**src/rtl/vm_pkg.sv**
```systemverilog
// Shared constants and types for the vending machine front end.
package vm_pkg;

  localparam int unsigned DEFAULT_DEBOUNCE_CYCLES = 20000;
  localparam int unsigned COIN_W = 5;

  localparam logic [COIN_W-1:0] COIN_1  = 5'd1;
  localparam logic [COIN_W-1:0] COIN_5  = 5'd5;
  localparam logic [COIN_W-1:0] COIN_10 = 5'd10;
  localparam logic [COIN_W-1:0] COIN_20 = 5'd20;

  typedef enum logic {
    CS_IDLE,
    CS_LOCKED
  } coin_state_e;

  // Highest-index closed switch wins when several are closed at once.
  function automatic logic [COIN_W-1:0] coin_value_of(input logic [3:0] sw);
    if (sw[3]) return COIN_20;
    if (sw[2]) return COIN_10;
    if (sw[1]) return COIN_5;
    if (sw[0]) return COIN_1;
    return '0;
  endfunction

endpackage

```
**src/rtl/vm_debounce.sv**
```systemverilog
// Two-flop synchroniser followed by a stability counter for one raw input bit.
module vm_debounce #(
  parameter int unsigned DEBOUNCE_CYCLES = 20000,
  parameter int unsigned CNT_W           = 15
) (
  input  logic clk_i,
  input  logic rst_i,
  input  logic raw_i,
  output logic stable_o
);

  localparam logic [CNT_W-1:0] CntLast = CNT_W'(DEBOUNCE_CYCLES - 1);

  logic             meta_q;
  logic             synced_q;
  logic             stable_q, stable_d;
  logic [CNT_W-1:0] cnt_q, cnt_d;

  // A mismatch must persist for DEBOUNCE_CYCLES consecutive cycles to be accepted.
  always_comb begin
    cnt_d    = '0;
    stable_d = stable_q;
    if (synced_q != stable_q) begin
      if (cnt_q == CntLast) begin
        stable_d = synced_q;
      end else begin
        cnt_d = cnt_q + 1'b1;
      end
    end
  end

  always_ff @(posedge clk_i) begin
    if (rst_i) begin
      meta_q   <= 1'b0;
      synced_q <= 1'b0;
      stable_q <= 1'b0;
      cnt_q    <= '0;
    end else begin
      meta_q   <= raw_i;
      synced_q <= meta_q;
      stable_q <= stable_d;
      cnt_q    <= cnt_d;
    end
  end

  assign stable_o = stable_q;

endmodule

```
**src/rtl/vm_input_conditioner.sv**
```systemverilog
// Turns raw buttons and coin switches into clean one-cycle events for the controller.
module vm_input_conditioner
  import vm_pkg::*;
#(
  parameter int unsigned DEBOUNCE_CYCLES = DEFAULT_DEBOUNCE_CYCLES,
  parameter int unsigned CNT_W           = 15
) (
  input  logic              clk,
  input  logic              rst,
  input  logic              L_button,
  input  logic              R_button,
  input  logic              C_button,
  input  logic [3:0]        switch,
  input  logic              credit_full,
  output logic              l_pulse,
  output logic              r_pulse,
  output logic              c_pulse,
  output logic              coin_valid,
  output logic [COIN_W-1:0] coin_value
);

  logic [6:0] raw;
  logic [6:0] stable;

  assign raw = {switch, C_button, R_button, L_button};

  for (genvar i = 0; i < 7; i++) begin : g_db
    vm_debounce #(
      .DEBOUNCE_CYCLES(DEBOUNCE_CYCLES),
      .CNT_W          (CNT_W)
    ) u_db (
      .clk_i   (clk),
      .rst_i   (rst),
      .raw_i   (raw[i]),
      .stable_o(stable[i])
    );
  end

  logic [2:0]        btn_prev_q;
  logic [2:0]        btn_rise;
  logic [2:0]        pulse_q, pulse_d;
  logic [3:0]        sw_stable;
  coin_state_e       state_q, state_d;
  logic              coin_valid_q, coin_valid_d;
  logic [COIN_W-1:0] coin_value_q, coin_value_d;

  assign btn_rise  = stable[2:0] & ~btn_prev_q;
  assign sw_stable = stable[6:3];

  // L and R rising together cancel each other; C is unaffected.
  always_comb begin
    pulse_d    = '0;
    pulse_d[0] = btn_rise[0] & ~btn_rise[1];
    pulse_d[1] = btn_rise[1] & ~btn_rise[0];
    pulse_d[2] = btn_rise[2];
  end

  always_comb begin
    state_d      = state_q;
    coin_valid_d = 1'b0;
    coin_value_d = '0;
    unique case (state_q)
      CS_IDLE: begin
        if ((sw_stable != 4'b0000) && !credit_full) begin
          coin_valid_d = 1'b1;
          coin_value_d = coin_value_of(sw_stable);
          state_d      = CS_LOCKED;
        end
      end
      CS_LOCKED: begin
        if (sw_stable == 4'b0000) begin
          state_d = CS_IDLE;
        end
      end
    endcase
  end

  always_ff @(posedge clk) begin
    if (rst) begin
      btn_prev_q   <= '0;
      pulse_q      <= '0;
      state_q      <= CS_IDLE;
      coin_valid_q <= 1'b0;
      coin_value_q <= '0;
    end else begin
      btn_prev_q   <= stable[2:0];
      pulse_q      <= pulse_d;
      state_q      <= state_d;
      coin_valid_q <= coin_valid_d;
      coin_value_q <= coin_value_d;
    end
  end

  assign l_pulse    = pulse_q[0];
  assign r_pulse    = pulse_q[1];
  assign c_pulse    = pulse_q[2];
  assign coin_valid = coin_valid_q;
  assign coin_value = coin_value_q;

endmodule

```
**config.mk**
```make
export PLATFORM = sky130hd
export DESIGN_NAME = vm_input_conditioner
export DESIGN_NICKNAME = d
export VERILOG_FILES = /design/src/rtl/vm_pkg.sv /design/src/rtl/vm_debounce.sv /design/src/rtl/vm_input_conditioner.sv
export SDC_FILE = /design/constraint.sdc
export NUM_CORES = 1
export LEC_CHECK = 0
export ABC_CLOCK_PERIOD_IN_PS = 1640
export CAP_MARGIN = 40
export CORE_MARGIN = 2
export CORE_UTILIZATION = 40
export DETAILED_ROUTE_END_ITERATION = 8
export PLACE_DENSITY = 0.61
export SYNTH_ARGS = -nofsm -noshare
export SYNTH_HDL_FRONTEND = slang
export SYNTH_SLANG_ARGS = --single-unit
```
**constraint.sdc**
```tcl
create_clock -name clk -period 1.64 [get_ports clk]
set_input_delay 0.328 -clock clk [delete_from_list [all_inputs] [get_ports clk]]
set_output_delay 0.328 -clock clk [all_outputs]
set_load 0.03 [all_outputs]
```
# Word level (Yosys, flattened, before mapping)
# Cells that the tools add are included.
dict set report totals {
  wordCells 118
  input_bits 10
  reg_bits 139
  out_inout_bits 9
}
dict set report op_classes {
  n_addsub 7
  bitwise 15
  reduce_logical 20
  mux 29
  n_eq_ne 14
}
# operator n
set ops {}
lappend ops {{15-bit by 1-bit adder with 15-bit output, second input constant} 7}
lappend ops {{15-bit equality test, second input constant} 7}
lappend ops {{5-bit two-way mux} 8}
lappend ops {{3-bit OR reduction} 8}
lappend ops {{1-bit two-way mux} 20}
lappend ops {{2-bit AND reduction} 7}
lappend ops {{1-bit NOT} 11}
lappend ops {{1-bit != test} 7}
lappend ops {{4-bit logical NOT} 1}
lappend ops {{4-bit nonzero test} 1}
lappend ops {{3-bit bitwise AND} 1}
lappend ops {{3-bit NOT} 1}
lappend ops {{1-bit bitwise AND} 2}
lappend ops {{1-bit case mux with 2 select lines} 1}
lappend ops {{2-bit OR reduction} 1}
lappend ops {{1-bit logical AND} 1}
lappend ops {{1-bit logical NOT} 1}

# Logic depth before layout (Yosys ltp)
# Gate-level depths: netlist (run 1).
dict set report logic_depth {
  word_depth 20
  mapped_depth 7
  depth_no_buf 5
}

# Modules after synthesis
# Synthesis (run 1) repeated with hierarchy kept, for this count alone.
dict set report hier_totals {
  hier_cells 593
  hier_area_um2 6115.9
}
# mod cells_each area_per_inst_um2 seq_area_each_um2 instances
set by_module_without_submodules {}
lappend by_module_without_submodules {vm_debounce 80 817.0 360.3 7}
lappend by_module_without_submodules {vm_input_conditioner 33 396.6 240.2 1}

# Least setup slack after synthesis (run 1)
# No wires, ideal clock.
dict set report synth_path {
  path_type {reg2reg}
  startpoint {register g_db[2].u_db.cnt_q[0]}
  endpoint {register g_db[2].u_db.cnt_q[10]}
  path_stages_with_launch 7
  setup_ns 0.117
  t_arrival_ns 1.622
  path_slack_ns -0.099
  path_cell_list {dfxtp_1 > ha_1 > and4_1 > nand2_1 > o31ai_2 > buf_2 > nor2_1}
}
dict set report synth_via {
  elab_chain_cells 2
  elab_cells_between_ends 3
  cone_classes {1 x add/sub; 1 x eq/ne; 1 x reduce/logical}
}
# element line
set synth_lines {}
lappend synth_lines {{start: declaration} vm_debounce.sv:17} ;# logic [CNT_W-1:0] cnt_q, cnt_d;
lappend synth_lines {{start signal: assignment} vm_debounce.sv:42} ;# cnt_q <= cnt_d;
lappend synth_lines {{branches (longest 2 deep; another with 15-bit by 1-bit adder with 15-bit output)} n/a}
# Several ways; the timed one is not identified.
# A chain may end at the register's enable or synchronous reset.

# Worst setup path in the final report (run 1)
dict set report layout_path {
  startpoint {register g_db[5].u_db.cnt_q[8]}
  endpoint {register g_db[5].u_db.cnt_q[2]}
}
dict set report layout_via {
  elab_chain_cells 2
}
# element line
set layout_lines {}
lappend layout_lines {{start: declaration} vm_debounce.sv:17}
lappend layout_lines {{start signal: assignment} vm_debounce.sv:42}
lappend layout_lines {{15-bit equality test} vm_debounce.sv:24} ;# if (cnt_q == CntLast) begin
lappend layout_lines {{3-bit OR reduction (no line)} n/a}
# Every way passes these cells.

==> results of run 1 <==
power groups by stage:
stage          clock network [W]  logic [W]  registers [W]
5_1_grt                  0.00460   0.000134        0.00338
2_1_floorplan                  0  0.0000560        0.00346
3_3_place_gp                   0   0.000112        0.00346
3_5_place_dp                   0   0.000115        0.00346
4_1_cts                  0.00445   0.000119        0.00338
6_report                 0.00435   0.000121        0.00338
cells by family (layout without fill, tap and decap cells):
| kind of cell | count (synthesis) | after routing | synth area share (%) |
|---|---|---|---|
| and+or+nand+nor | 328 | 328 | 30.2 |
| DFF | 138 | 138 | 48.6 |
| xor gates and xnor gates | 96 | 96 | 14.8 |
| buffers and inverters | 37 | 112 | 2.84 |
| adders and majority gates | 7 | 7 | 1.54 |
| AOI/OAI and AO/OA | 7 | 7 | 0.749 |
| muxes | 7 | 7 | 1.23 |
final timing paths:
check | end | slack [ps] | startpoint
hold reg to reg | pulse_q[2] | 390 | btn_prev_q[2]
setup / recovery | g_db[5].u_db.cnt_q[2] | 6 | g_db[5].u_db.cnt_q[8]
hold / removal | pulse_q[2] | 390 | btn_prev_q[2]
setup reg to reg | g_db[5].u_db.cnt_q[2] | 6 | g_db[5].u_db.cnt_q[8]
layout by cell type (no fill, tap or decap), types with 12 or more instances in the layout:
cell type	instances
nand3_1	34
nor2_1	116
dfxtp_1	134
nor3_1	13
nor4_1	12
buf_4	47
nand2_1	27
nor2b_1	17
and4_1	17
nand4_1	38
clkbuf_16	17
xor2_1	57
xnor2_1	39
cell type report:
class	instances	area, um2	share of cell area, %
multi-input cells	445	2820	39.6
inverters	11	41.3	0.580
clock inverters	14	243	3.41
repair buffers	69	588	8.26
flip-flops and latches	138	2770	38.9
well taps	180	225	3.16
clock buffers	18	439	6.17
registers in the layout, summed over array words and instances (netlist names):
register and count:
coin_valid 1, state_q 1, coin_value 4, g_db.u_db.synced_q 7, g_db.u_db.cnt_q 105, pulse_q 3
btn_prev_q 3, g_db.u_db.stable_o 7, g_db.u_db.meta_q 7
metal layers:
metal / vias to the layer above / wire length, um / GRT usage, %
li1: 2236 / - / -
met1: 1987 / 5000 / 17.9
met2: 45 / 5260 / 26.3
met3: 15 / 370 / 5.21
met4: 0 / 216 / 6.25
met5: - / 0 / 0
through the flow:
| step | power, W | area, um2 | utilization, % | cells |
|---|---|---|---|---|
| after CTS | 0.00795 | 7040 | 50.7 | 873 |
| after detailed placement | 0.00357 | 6350 | 45.7 | 840 |
| after global routing | 0.00812 | 7120 | 51.3 | 875 |
| after floorplan | 0.00351 | 5690 | - | 620 |
| after global placement | 0.00357 | 6350 | 45.7 | 840 |
| final | 0.00786 | 7120 | 51.3 | 875 |
timing repair:
action                     in CTS  in global routing
setup endpoints to repair      36                 35
gates cloned                    0                  1
resized for setup              11                 23
buffers inserted                1                  1
pin swaps                       2                  9
==> run_results.csv, run 1 <==
group,metric,value,unit
setup_path,start_kind,"flop",
final_layout,n_antenna_cell,0,
hold_path,hp-class,"flop to flop",
global_route,gr-total-overflow,0,
synthesis,synth_commonest_cells,"dfxtp_1, nor2_1, xor2_1, xnor2_1, nand4_1",
power,peakVddDrop,0.968,mV
setup_path,crit_chain,"or4b_4 -> nor4_4 -> or2_4 -> buf_8 -> nor2_2",
setup_path,path_class,"flop to flop",
synthesis,synth_edf_count,0,
clock_tree,worstSkewPairLatency,420,ps
clock_tree,cts_root_buf,"clkbuf_16",
final_layout,fin_nets,699,
drt,drc,0,
die,pin_count,19,
power,p_switching,0.00152,W
global_route,grt_pass1_wl,18600,um
drt,totalWireLength,10800,um
global_route,grtUsageTotal,15.5,%
clock_tree,ctsHoldBuffers,0,
setup_path,worstSetupEndpointType,"flop",
timing,hold_violations,0,
die,die_area,15200,um2
synthesis,ys_seq_area_share,48.6,%
setup_path,crit_cells,5,
global_route,antenna_found_initial,0,
die,row_count,43,
final_layout,num-fill-cells,1277,
setup_path,required,1950,ps
synthesis,syn_inst,620,
synthesis,ys_warn_count,0,
drt,dr_total_vias,4283,
synthesis,synth.area.top_cells,"dfxtp_1, xor2_1, nor2_1, xnor2_1, nand4_1",
die,core_area,13900,um2
timing,setup_viol,0,
synthesis,syn_area,5680,um2
clock_tree,cts_made_buffers,17,
power,clock_power_share,55.4,%
placement,pre_cts_ws,-68.5,ps
drt,viasPerCell,4.89,
clock_tree,clock-sinks,138,
placement,place.gp.congestion,0.818,
synthesis,synth-seq-cells,138,
synthesis,yosys.area.top_type,"dfxtp_1",
synthesis,synthFlopType,"dfxtp_1",
die,die_x,123,um
placement,numPortBuffers,18,
synthesis,synthMostInstantiatedCell,"dfxtp_1",
setup_path,crit_family,"simple AND/OR/NAND/NOR gates",
timing,setup_ws,6.27,ps
final_layout,drive_gt1_share,15.0,%
timing,rsz0062_at_grt,"true",
synthesis,synthesis.nets,637,
power,seq_power_share,43.1,%
outcome,status,"finished, final reports clean",
hold_path,holdPathStages,1,
drt,antenna_left,0,
power,leakagePower,2.59,nW
setup_path,max_stage_delay,540,ps
global_route,grt_pass1_vias,4251,
clock_tree,cts_max_level,4,
timing,period_share,99.6,%
synthesis,syn_area_per_cell,9.16,um2
clock_tree,clk_pin_slew,60,ps
synthesis,async_flop_share,0,%
power,p_int,0.00634,W
power,p_per_area,1100,nW/um2
clock_tree,clockBufferDepth,2,
timing,slew_violations,0,
setup_path,crit_fanout,7,
timing,fmax,612,MHz
global_route,grt_max_degree,17,
drt,wl_per_cell,12.4,um
timing,min_period,1630,ps
synthesis,ys_types,32,
timing,skew,7.65,ps
power,p_comb_share,1.5,%
power,p_sw_share,19.3,%
timing,tightest_slew,361,ps
die,fp.dieH,123,um
job,cap_violations,0,
setup_path,slowest_stage,"or4b_4",
timing,slew_headroom,75.7,%
timing,whs,387,ps
setup_path,r2r_cells,5,
placement,dp_hpwl,7330,um
drt,drtIter0Drc,265,
timing,setup_tns,0,ps
final_layout,area_growth_syn_to_layout,25.4,%
clock_tree,cts_tree,"done",
synthesis,yosysTopAreaCellShare,48.6,%
setup_path,crit_buf_inv,1,
die,start_util,40.9,%
drt,dr.pass1.iters,5,
setup_path,worst-endpoint-arrival,1940,ps
(Power assumes the default switching activity.)
==> inputs of run 2 (changes only) <==
Settings changed: CORE_UTILIZATION 40 to 55, PLACE_DENSITY 0.61 to 0.79.
==> run_results.csv, run 2 (synthesized netlist as in run 1, its figures left out) <==
group,metric,value,unit
outcome,status,"finished, final reports clean",
final_layout,fin_util,68.1,%
final_layout,design_area,6940,um2
die,core_area,10200,um2
global_route,grtUsageTotal,22.2,%
setup_path,start_kind,"flop",
global_route,grt_pass1_vias,4619,
clock_tree,cts_tree,"done",
placement,placed_cell_area,6250,um2
clock_tree,clk_pin_slew,60,ps
job,cap_violations,0,
placement,dp_hpwl,7640,um
drt,dr.pass1.iters,5,
final_layout,num-fill-cells,772,
hold_path,hold_start,"L_button",
final_layout,multi_input_area,2800,um2
final_layout,largest_register_ffs,105,
final_layout,fin_nets,694,
die,fp.dieH,106,um
drt,drc,0,
global_route,antenna_found_initial,0,
final_layout,n_antenna_cell,0,
final_layout,area_growth_syn_to_layout,22.2,%
setup_path,r2r_cells,5,
power,p_per_area,1070,nW/um2
setup_path,cp-startpoint,"g_db[5].u_db.cnt_q[13]",
setup_path,reg2reg_to,"g_db[5].u_db.stable_o",
timing,slew_headroom,75.0,%
hold_path,holdPathStages,2,
timing,slew_violations,0,
final_layout,fin_cells,825,
setup_path,required,2050,ps
timing,whs,367,ps
timing,rsz0062_at_grt,"true",
timing,hold_violations,0,
final_layout,drive_gt1_share,12.9,%
clock_tree,clockBufferDepth,2,
die,pin_count,19,
global_route,grt_max_degree,18,
setup_path,rrSetupSlack,8,ps
drt,totalWireLength,11500,um
setup_path,path_class,"flop to flop",
clock_tree,clock-sinks,138,
final_layout,regArea,2770,um2
drt,viasPerCell,5.42,
power,leakagePower,2.51,nW
power,power.total,0.00742,W
clock_tree,cts_max_level,4,
timing,skew,7.76,ps
die,die_x,106,um
timing,setup_viol,0,
placement,placed_cells,790,
final_layout,largest_register,"g_db.u_db.cnt_q",
setup_path,worst-endpoint-arrival,2040,ps
global_route,gr-total-overflow,0,
drt,dr_total_vias,4471,
clock_tree,worstSkewPairLatency,510,ps
die,die_area,11200,um2
setup_path,worstSetupEndpointType,"flop",
final_layout,final_cell_mix,"dfxtp_1, nor2_1, xor2_1",
placement,numPortBuffers,18,
power,peakVddDrop,0.981,mV
global_route,grt_pass1_wl,20100,um
hold_path,hp-class,"input pin to flop",
drt,antenna_left,0,
timing,fmax,613,MHz
placement,place.gp.congestion,0.930,
final_layout,layout_commonest_cell,"dfxtp_1",
hold_path,hold_end,"g_db[0].u_db.meta_q",
drt,drtIter0Drc,247,
drt,wl_per_cell,13.9,um
setup_path,crit_fanout,2,
clock_tree,cts_made_buffers,17,
timing,min_period,1630,ps
clock_tree,ctsHoldBuffers,0,
setup_path,rr_startpoint,"g_db[5].u_db.cnt_q[13]",
die,start_util,55.8,%
timing,tightest_slew,372,ps
die,row_count,37,
timing,period_share,99.5,%
clock_tree,cts_root_buf,"clkbuf_8",
==> run 2: stage by stage <==
stage	setup TNS, ps	setup slack [ps]
2_1_floorplan	0	4.53
3_3_place_gp	0	4.39
3_5_place_dp	-716	-76.3
4_1_cts	0	18.4
5_1_grt	-932	-97.9
6_report	0	8.18
==> run 2: worst max-delay path, stage by stage, from the launching register on <==
cell	delay [ps]
dfxtp_2	320
or4b_4	540
nor4_4	260
buf_4	170
mux2i_2	190
nor2_1	50
==> run 2: worst max-delay path by stage <==
| stage | end | slack, ps | depth (start not counted) |
|---|---|---|---|
| 2_1_floorplan | g_db[5].u_db.cnt_q[11] | 5 | 7 |
| 3_3_place_gp | g_db[2].u_db.cnt_q[9] | 4 | 4 |
| 3_5_place_dp | g_db[2].u_db.cnt_q[4] | -80 | 4 |
| 4_1_cts | g_db[5].u_db.cnt_q[14] | 20 | 6 |
| 5_1_grt | g_db[5].u_db.stable_o | -100 | 6 |
| 6_report | g_db[5].u_db.stable_o | 8 | 5 |
==> run 2: cell type report <==
cell class	count	area share, %
Multi-Input combinational cell	445	40.4
Sequential cell	138	39.8
Timing Repair Buffer	64	7.86
Clock buffer	20	6.42
Clock inverter	11	2.45
Tap cell	136	2.45
Inverter	11	0.595
==> run 2: layer usage <==
layer / vias up / wire length [um] / global-route usage (%)
met5: - / 0 / 0
met4: 0 / 211 / 10.7
met3: 23 / 260 / 4.64
met2: 76 / 6140 / 40.6
met1: 2145 / 4850 / 24.5
li1: 2227 / - / -
==> run 2: what timing repair did <==
action,CTS,global route
buffers inserted,1,3
setup endpoints to repair,32,39
gates resized for setup,13,10
pin swaps,1,3
==> run 2: where the power goes <==
part	leakage [nW]	total, W	switching [W]	internal [W]
sequential	1.12	0.00339	0.0000122	0.00337
combinational	1.11	0.000117	0.0000534	0.0000636
clock	0.293	0.00392	0.00138	0.00254
total	2.51	0.00742	0.00144	0.00598
==> inputs of run 3 (changes only) <==
Settings changed: ABC_AREA from default to 1, CORE_UTILIZATION 55 to 45, PLACE_DENSITY 0.79 to 0.67.
==> run_results.csv, run 3 <==
group,metric,value,unit
synthesis,yosys.area.top_type,"dfxtp_1",
setup_path,crit_fanout,13,
clock_tree,cts_max_level,4,
power,peakVddDrop,0.742,mV
clock_tree,worstSkewPairLatency,410,ps
global_route,grtUsageTotal,16.3,%
final_layout,area_growth_syn_to_layout,17.2,%
hold_path,hp-class,"flop to flop",
global_route,grt_pass1_wl,19900,um
timing,fmax,676,MHz
clock_tree,cts_root_buf,"clkbuf_16",
final_layout,n_antenna_cell,0,
clock_tree,cts_made_buffers,17,
die,die_area,15100,um2
synthesis,syn_area_per_cell,7.19,um2
timing,setup_viol,0,
synthesis,ys_seq_area_share,43.3,%
drt,dr.pass1.iters,4,
outcome,status,"finished, final reports clean",
final_layout,final_cell_mix,"nand2_1, nor2_1, dfxtp_1",
placement,numPortBuffers,18,
timing,slew_headroom,69.3,%
global_route,grt_pass1_vias,4690,
setup_path,worstSetupEndpointType,"flop",
timing,skew,4.81,ps
timing,rsz0062_at_grt,"false",
synthesis,synth_edf_count,0,
global_route,antenna_found_initial,0,
global_route,grt_max_degree,17,
die,row_count,43,
final_layout,fin_nets,944,
synthesis,synth-seq-cells,138,
drt,drc,0,
die,core_area,13900,um2
clock_tree,ctsHoldBuffers,0,
timing,slew_violations,0,
synthesis,synth_commonest_cells,"nand2_1, nor2_1, dfxtp_1, inv_1, nand3_1",
power,leakagePower,2.48,nW
clock_tree,ctsResizeCount,9,
final_layout,drive_gt1_share,12.0,%
synthesis,synthFlopType,"dfxtp_1",
die,die_x,123,um
die,pin_count,19,
drt,viasPerCell,4.75,
setup_path,start_kind,"flop",
die,start_util,45.9,%
timing,setup_tns,0,ps
drt,antenna_left,0,
drt,wl_per_cell,10.3,um
drt,drtIter0Drc,292,
clock_tree,cts_tree,"done",
synthesis,synthMostInstantiatedCell,"nand2_1",
placement,dp_hpwl,8110,um
drt,dr_total_vias,5313,
power,p_per_area,1040,nW/um2
timing,whs,385,ps
timing,hold_violations,0,
global_route,gr-total-overflow,0,
clock_tree,cts_setup_buffers,0,
synthesis,ys_types,30,
setup_path,worst-endpoint-arrival,1770,ps
timing,tightest_slew,458,ps
clock_tree,clk_pin_slew,50,ps
final_layout,fin_cells,1119,
clock_tree,clock-sinks,138,
synthesis,synth.area.top_cells,"dfxtp_1, nand2_1, nor2_1, nand3_1, inv_1",
synthesis,async_flop_share,0,%
setup_path,required,1930,ps
setup_path,path_class,"flop to flop",
drt,totalWireLength,11500,um
final_layout,largest_register_ffs,105,
timing,period_share,90.2,%
final_layout,largest_register,"g_db.u_db.cnt_q",
die,fp.dieH,123,um
synthesis,ys_warn_count,0,
synthesis,syn_area,6380,um2
final_layout,layout_commonest_cell,"nand2_1",
placement,placed_cells,1088,
job,cap_violations,0,
power,power.total,0.00777,W
synthesis,synthesis.nets,904,
placement,place.gp.congestion,0.778,
timing,min_period,1480,ps
synthesis,yosysTopAreaCellShare,43.3,%
synthesis,syn_inst,887,
clock_tree,clockBufferDepth,2,
run 3: layout make-up:
cell class | instances | area [um2]
Clock buffer | 18 | 439
Inverter | 101 | 384
Sequential cell | 138 | 2760
Tap cell | 180 | 225
Timing Repair Buffer | 36 | 342
Multi-Input combinational cell | 633 | 3090
Clock inverter | 13 | 224
Fill cell | 1357 | 6410
run 3: logic make-up after synthesis:
family,after synthesis,share of synthesized area (%)
adders and majority gates,7,1.37
AOI/OAI and AO/OA,63,5.73
and+or+nand+nor,528,36.6
DFF,138,43.3
buffers and inverters,116,8.14
xor gates and xnor gates,35,4.81
run 3: report_power, final:
part           internal, W  switching (W)  total, W  leakage, nW
clock              0.00287        0.00137   0.00424        0.322
combinational    0.0000638      0.0000754  0.000139         1.04
sequential         0.00338      0.0000103   0.00339         1.11
total              0.00631        0.00146   0.00777         2.48
run 3: final timing paths:
kind,from,to,slack [ps],depth (start not counted)
min,btn_prev_q[2],pulse_q[2],390,1
max,g_db[6].u_db.cnt_q[0],g_db[6].u_db.cnt_q[8],160,6
max reg2reg,g_db[6].u_db.cnt_q[0],g_db[6].u_db.cnt_q[8],160,6
min reg2reg,btn_prev_q[2],pulse_q[2],390,1
run 3: layer usage:
layer,vias up,track usage (%),wire length [um]
met5,-,0,0
met4,0,7.10,144
met3,9,3.87,418
met2,58,26.7,5190
met1,2337,20.6,5760
li1,2909,-,-
run 3: per-stage QoR:
step / instance area (um2) / utilization, % / worst slack, ps
6_report: 7470 / 53.8 / 161
5_1_grt: 7470 / 53.8 / 8.63
4_1_cts: 7470 / 53.8 / 131
3_5_place_dp: 6820 / 49.1 / -185
3_3_place_gp: 6820 / 49.1 / -144
2_1_floorplan: 6380 / - / 313
run 3: critical path, cell delays in order (launching register included):
cell,delay (ps)
dfxtp_1,350
ha_1,190
nand3_1,200
nor2_1,190
nand2_1,120
nand2_2,240
nor2_1,90
